### config.mk
export PLATFORM = sky130hd
export DESIGN_NAME = barrel_unshifter
export DESIGN_NICKNAME = d
export VERILOG_FILES = /design/src/rtl/barrel_unshifter.sv
export SDC_FILE = /design/constraint.sdc
export NUM_CORES = 1
export LEC_CHECK = 0
export BUFFER_PORTS_ARGS = -buffer_cell sky130_fd_sc_hd__buf_2
export CORE_UTILIZATION = 48
export CTS_CLUSTER_DIAMETER = 30
export DETAILED_ROUTE_END_ITERATION = 12
export PLACE_DENSITY = 0.82
export SKIP_CTS_REPAIR_TIMING = 1
export SYNTH_ARGS = -nofsm -noshare
export SYNTH_HDL_FRONTEND = slang
export SYNTH_SLANG_ARGS = --single-unit
### constraint.sdc
create_clock -name clk -period 1.7 [get_ports clk]
set_input_delay 0.17 -clock clk [delete_from_list [all_inputs] [get_ports clk]]
set_output_delay 0.17 -clock clk [all_outputs]
set_load 0.01 [all_outputs]
### src/rtl/barrel_unshifter.sv
// Inverse rotator feeding a small valid/ready output FIFO.
// Optional output-handshake counter enabled by defining UNSHIFT_STATS_EN.
module barrel_unshifter #(
  parameter int WIDTH = 4,
  parameter int DEPTH = 2
) (
  input  logic                     clk,
  input  logic                     rst,
  input  logic                     in_valid,
  output logic                     in_ready,
  input  logic [WIDTH-1:0]         in_data,
  input  logic [$clog2(WIDTH)-1:0] in_amt,
  input  logic                     in_dir,
  output logic                     out_valid,
  input  logic                     out_ready,
  output logic [WIDTH-1:0]         out_data,
  output logic [7:0]               stat_words
);

  localparam int AMT_W = $clog2(WIDTH);
  localparam int PTR_W = $clog2(DEPTH);
  localparam int CNT_W = PTR_W + 1;
  localparam logic [CNT_W-1:0] FULL_CNT = CNT_W'(DEPTH);

  // A left rotation by a equals a right rotation by (WIDTH - a) mod WIDTH.
  function automatic logic [WIDTH-1:0] rotate_right(input logic [WIDTH-1:0] d,
                                                    input logic [AMT_W-1:0] a);
    logic [2*WIDTH-1:0] dd;
    dd = {d, d} >> a;
    return dd[WIDTH-1:0];
  endfunction

  logic [WIDTH-1:0] mem_r [DEPTH];
  logic [PTR_W-1:0] wr_ptr_r;
  logic [PTR_W-1:0] rd_ptr_r;
  logic [CNT_W-1:0] count_r;
  logic             in_ready_r;
  logic             out_valid_r;

  logic             push_s;
  logic             pop_s;
  logic [CNT_W-1:0] count_next_s;
  logic [WIDTH-1:0] unshifted_s;

  assign push_s = in_valid && in_ready_r;
  assign pop_s  = out_valid_r && out_ready;

  // Inverse rotation and next occupancy.
  always_comb begin
    unshifted_s  = in_data;
    count_next_s = count_r;
    if (in_dir) begin
      unshifted_s = rotate_right(in_data, in_amt);
    end else begin
      unshifted_s = rotate_right(in_data, {AMT_W{1'b0}} - in_amt);
    end
    case ({push_s, pop_s})
      2'b10:   count_next_s = count_r + CNT_W'(1);
      2'b01:   count_next_s = count_r - CNT_W'(1);
      default: count_next_s = count_r;
    endcase
  end

  // FIFO storage, pointers and registered status flags.
  always_ff @(posedge clk or posedge rst) begin
    if (rst) begin
      for (int i = 0; i < DEPTH; i++) begin
        mem_r[i] <= {WIDTH{1'b0}};
      end
      wr_ptr_r    <= {PTR_W{1'b0}};
      rd_ptr_r    <= {PTR_W{1'b0}};
      count_r     <= {CNT_W{1'b0}};
      in_ready_r  <= 1'b1;
      out_valid_r <= 1'b0;
    end else begin
      if (push_s) begin
        mem_r[wr_ptr_r] <= unshifted_s;
        wr_ptr_r        <= wr_ptr_r + PTR_W'(1);
      end
      if (pop_s) begin
        rd_ptr_r <= rd_ptr_r + PTR_W'(1);
      end
      count_r     <= count_next_s;
      in_ready_r  <= (count_next_s != FULL_CNT);
      out_valid_r <= (count_next_s != {CNT_W{1'b0}});
    end
  end

  assign in_ready  = in_ready_r;
  assign out_valid = out_valid_r;
  assign out_data  = mem_r[rd_ptr_r];

`ifdef UNSHIFT_STATS_EN
  logic [7:0] stat_r;

  // Output handshake counter, wraps modulo 256.
  always_ff @(posedge clk or posedge rst) begin
    if (rst) begin
      stat_r <= 8'd0;
    end else if (pop_s) begin
      stat_r <= stat_r + 8'd1;
    end
  end

  assign stat_words = stat_r;
`else
  assign stat_words = 8'd0;
`endif

endmodule

-- Word-level counts from Yosys, hierarchy flattened
Index checks and enable logic that the tools add are counted.
- flip-flop bits (word level): 14
- output and inout bits: 14
- input port bits: 11
- logic and storage cells: 34
- $lt $le $gt $ge: 3
- reduce and logical (&&, ||, !) cells: 4
- mux-type cells: 8
- bitwise gates (word level): 2
- shift operators: 2
- equal/unequal tests: 3
- $add $sub $neg: 5
- operator list (cell ; number):
    $mux 4 ; 5
    $shr 8x2->4 ; 2
    $bwmux 8 ; 1
    $demux 4 s1 ; 1
    $ge 2x2->1 const B ; 2
    $not 1->2 ; 2
    $pmux 2 s2 ; 1
    $logic_and 1x1->1 ; 3
    $add 1x1->1 const B ; 2
    $add 2x1->2 const B ; 1
    $eq 2x1->1 const B ; 1
    $eq 2x2->1 const B ; 1
    $lt 2x1->1 const B ; 1
    $ne 2x2->1 const B ; 1
    $reduce_bool 2->1 ; 1
    $sub 1x2->2 const A ; 1
    $sub 2x1->2 const B ; 1

-- Depth between registers and ports, before layout
- word-level depth: 6
- mapped depth: 6
- gate-level depth less buffers: 6

-- Worst setup path after synthesis
No wires, ideal clock.
- path type: flip-flop to flip-flop
- start point: register in_ready_r, in the netlist in_ready
- end point: register out_valid_r, in the netlist out_valid
- required time: 1.633 ns
- setup time: 0.067 ns
- arrival time: 1.365 ns
- slack: 0.269 ns
- path buffers: 0
- period minus slack after synthesis: 1.431 ns
- cell stages (with the launch flop): 6
- path through: dfstp_2 -> nand2_1 -> ha_1 -> nor2_1 -> xor2_1 -> nand2b_1
- longest elaborated chain between the ends: 4
- elaborated cells between the ends (all ways): 5
- classes of those cells: eq/ne (2); mux (1); reduce/logical (2)
- RTL lines (item ; RTL line ; text):
    start, declared ; 37 ; logic in_ready_r;
    start signal, assigned ; 84 ; in_ready_r <= (count_next_s != FULL_CNT);
    $logic_and 1x1->1 (*) ; 45 ; assign push_s = in_valid && in_ready_r;
    $eq 2x1->1 or $eq 2x2->1 (tied branches) ; 57 ; case ({push_s, pop_s})
    $pmux 2 s2 (*) ; 57 ;
    named net count_next_s[1] ; 42 ; logic [CNT_W-1:0] count_next_s;
    $reduce_bool 2->1 (*) ; 85 ; out_valid_r <= (count_next_s != {CNT_W{1'b0}});
    end signal, assigned ; 85 ;
    end, declared ; 38 ; logic out_valid_r;
The timed path passes the listed nets; every way through them passes the cells marked *.
A chain may end at the register's enable or synchronous reset.

-- Final worst setup path
Same ends and word-level chain as after synthesis.

==> reports/metrics.yaml <==
run_status:
  status: "completed"
setup_path:
  crit_chain: "nand2_1, ha_1, nor2_1, xor2_1, nand2b_1"
  rr_endpoint: "out_valid"
  cp-startpoint: "in_ready"
  cpMaxStageDelayCell: "dfstp_2"
  cpPeakStageDelay_ns: 0.54
  cp-endpoint: "out_valid"
  r2r_setup_slack_ns: 0.23
  cp.required_ns: 1.92
  worst-path-buf-inv: 0
  critPathMaxFanout: 3
  end_kind: "flop"
  worstSetupPathType: "reg -> reg"
  critical_path_cell_count: 5
  rr_worst_depth: 5
  cp_data_arrival_time_ns: 1.69
  timing.rr.start: "in_ready"
  crit_path_start_kind: "flop"
  crit_family: "flip-flops"
global_routing:
  grt_antenna_before_repair: 0
  grt_pass1_wl_um: 2063
  grt_pass1_vias: 485
  overflow: 0
  grt_usage_pct: 15.63
  grt_max_degree: 15
logic_synthesis:
  syn_inst: 71
  synth_cell_types: 22
  yosys.area.top_type: "dfrtp_1"
  ys_warn_count: 0
  yosys.area.top_type_share_pct: 42.90
  synth_area_leaders: "dfrtp_1 (43%), mux2_2 (12%), buf_4 (7.9%)"
  yosys_register_bits: 14
  syn_area_um2: 758.2
  syn_area_per_cell_um2: 10.68
  ys_seq_area_share_pct: 46.37
final_layout:
  mostFrequentLayoutCells: "buf_2 (16), dfrtp_1 (13), nand2_1 (12)"
  fin_nets: 103
  diodes: 0
  synthToLayoutAreaGrowth_pct: 12.87
  layout_commonest_cell: "buf_2"
  fill_cells: 109
  final_area_um2: 855.8
  drive_gt1_share_pct: 34.44
placed_design:
  placedInstanceArea_um2: 819.5
  dp_slack_ns: 0.2303
  place_congestion: 0.7581
  port_buffers: 16
  hpwl_um: 954.1
die:
  pin_count: 25
  fp.dieW_um: 41.75
  rows: 13
  die_height_um: 41.75
  start_util_pct: 54.84
  die_area_um2: 1743
  core_area_um2: 1383
drt:
  routedWlPerCell_um: 11.39
  drc: 0
  drt-initial-drc-count: 4
  drt_wl_total_um: 1196
  dr.pass1.iters: 4
  via_per_inst: 4.714
  route.vias.total: 495
  antenna_left: 0
clocking:
  path_clk_slew_ns: 0.08
  clk_latency_ns: 0.28
  cts_made_buffers: 3
  cts-htree-levels: 1
  cts_tree: "built"
  clock_path_buffers: 2
  cts-root-buf: "clkbuf_4"
  cts.sinks: 14
sta:
  skew_ns: 0.002300
  timing.hold.ws_ns: 0.2122
  worst_pin_slew_ns: 0.5176
  maxSlewHeadroom_pct: 65.46
  layout_setup_ws_ns: 0.2286
  setup_viol: 0
  finalHoldViolCount: 0
  finalCritPeriodShare_pct: 86.55
  rsz0062_at_grt: "false"
  timing.fmax_mhz: 679.6
  slew_viol_final: 0
  tns_ns: 0
  min_period_ns: 1.471
min_path:
  hold_class: "in -> reg"
pwr:
  peakVddDrop_uv: 1038
  power_leakage_nw: 0.4363
  p_per_area_nw_per_um2: 1572
job:
  maxCapViolations: 0
[area by class of cell]
class	count	area, µm²	area share, %
clock buffer	4	26.28	3.070
inverter	2	7.507	0.8772
sequential	14	351.6	41.08
multi-input combinational	53	361.6	42.25
timing repair buffer	17	90.09	10.53
tap	15	18.77	2.193
[worst min-delay path, stage by stage]
cell	delay (ns)
buf_2	0.09
nand2_1	0.08
nand2_1	0.07
nand2_1	0.04
[worst min path at each step]
stage	end	startpoint	slack (ns)	cells after the start
after floorplan	count_r[0]	rst	0.06	1
after global placement	count_r[0]	rst	0.21	2
after detailed placement	count_r[0]	rst	0.23	2
after CTS	mem_r[2]	rst	-0.07	2
after global routing	wr_ptr_r	in_valid	0.23	4
final	wr_ptr_r	in_valid	0.21	4
[where the power goes]
| group | total [mW] | leakage (nW) | switching [mW] | internal [mW] |
|---|---|---|---|---|
| logic | 0.548 | 0.254 | 0.282 | 0.266 |
| registers | 0.605 | 0.167 | 0.102 | 0.503 |
| clock network | 0.192 | 0.0150 | 0.101 | 0.0910 |
| total | 1.35 | 0.436 | 0.485 | 0.861 |
[cells in the mapped netlist]
| cell type | number |
|---|---|
| and2_1 | 1 |
| buf_4 | 8 |
| clkbuf_1 | 1 |
| conb_1 | 1 |
| dfrtp_1 | 13 |
| dfstp_2 | 1 |
| ha_1 | 1 |
| inv_1 | 2 |
| mux2_2 | 8 |
| mux2i_1 | 4 |
| nand2_1 | 12 |
| nand2b_1 | 1 |
| nand2b_2 | 1 |
| nand3_1 | 1 |
| nor2_1 | 1 |
| o21ai_0 | 4 |
| o21ai_1 | 4 |
| or2_1 | 1 |
| xnor2_1 | 1 |
| xnor2_2 | 1 |
| xor2_1 | 3 |
| xor2_2 | 1 |
[cell families after synthesis]
| group | Yosys count | share of synthesized area, % |
|---|---|---|
| flip-flops | 14 | 46.37 |
| AO/OA/AOI/OAI | 8 | 5.281 |
| AND/OR/NAND/NOR | 18 | 10.73 |
| other | 1 | 0.4946 |
| multiplexers | 12 | 17.16 |
| XOR/XNOR | 6 | 8.913 |
| adder cells (fa/ha/maj) | 1 | 1.650 |
| buffers and inverters | 11 | 9.406 |
[registers in the layout (all words and copies together) (netlist names)]
name and cells:
mem_r 8, count_r 2, in_ready 1, out_valid 1, rd_ptr_r 1, wr_ptr_r 1
[stage by stage]
stage	total power [mW]	utilization, %	instances
2_1_floorplan	1.010	-	78
3_3_place_gp	1.139	59.28	100
3_5_place_dp	1.170	59.28	100
4_1_cts	1.364	61.18	104
5_1_grt	1.465	61.90	105
6_report	1.346	61.90	105
[layer usage]
metal	wire length (µm)	vias to the layer above	track usage (%)
li1	-	255	-
met1	515	226	17.83
met2	623	14	27.50
met3	58	0	6.957
met4	0	0	1.935
met5	0	-	0
Note: power is estimated with default switching activity, not from simulation.
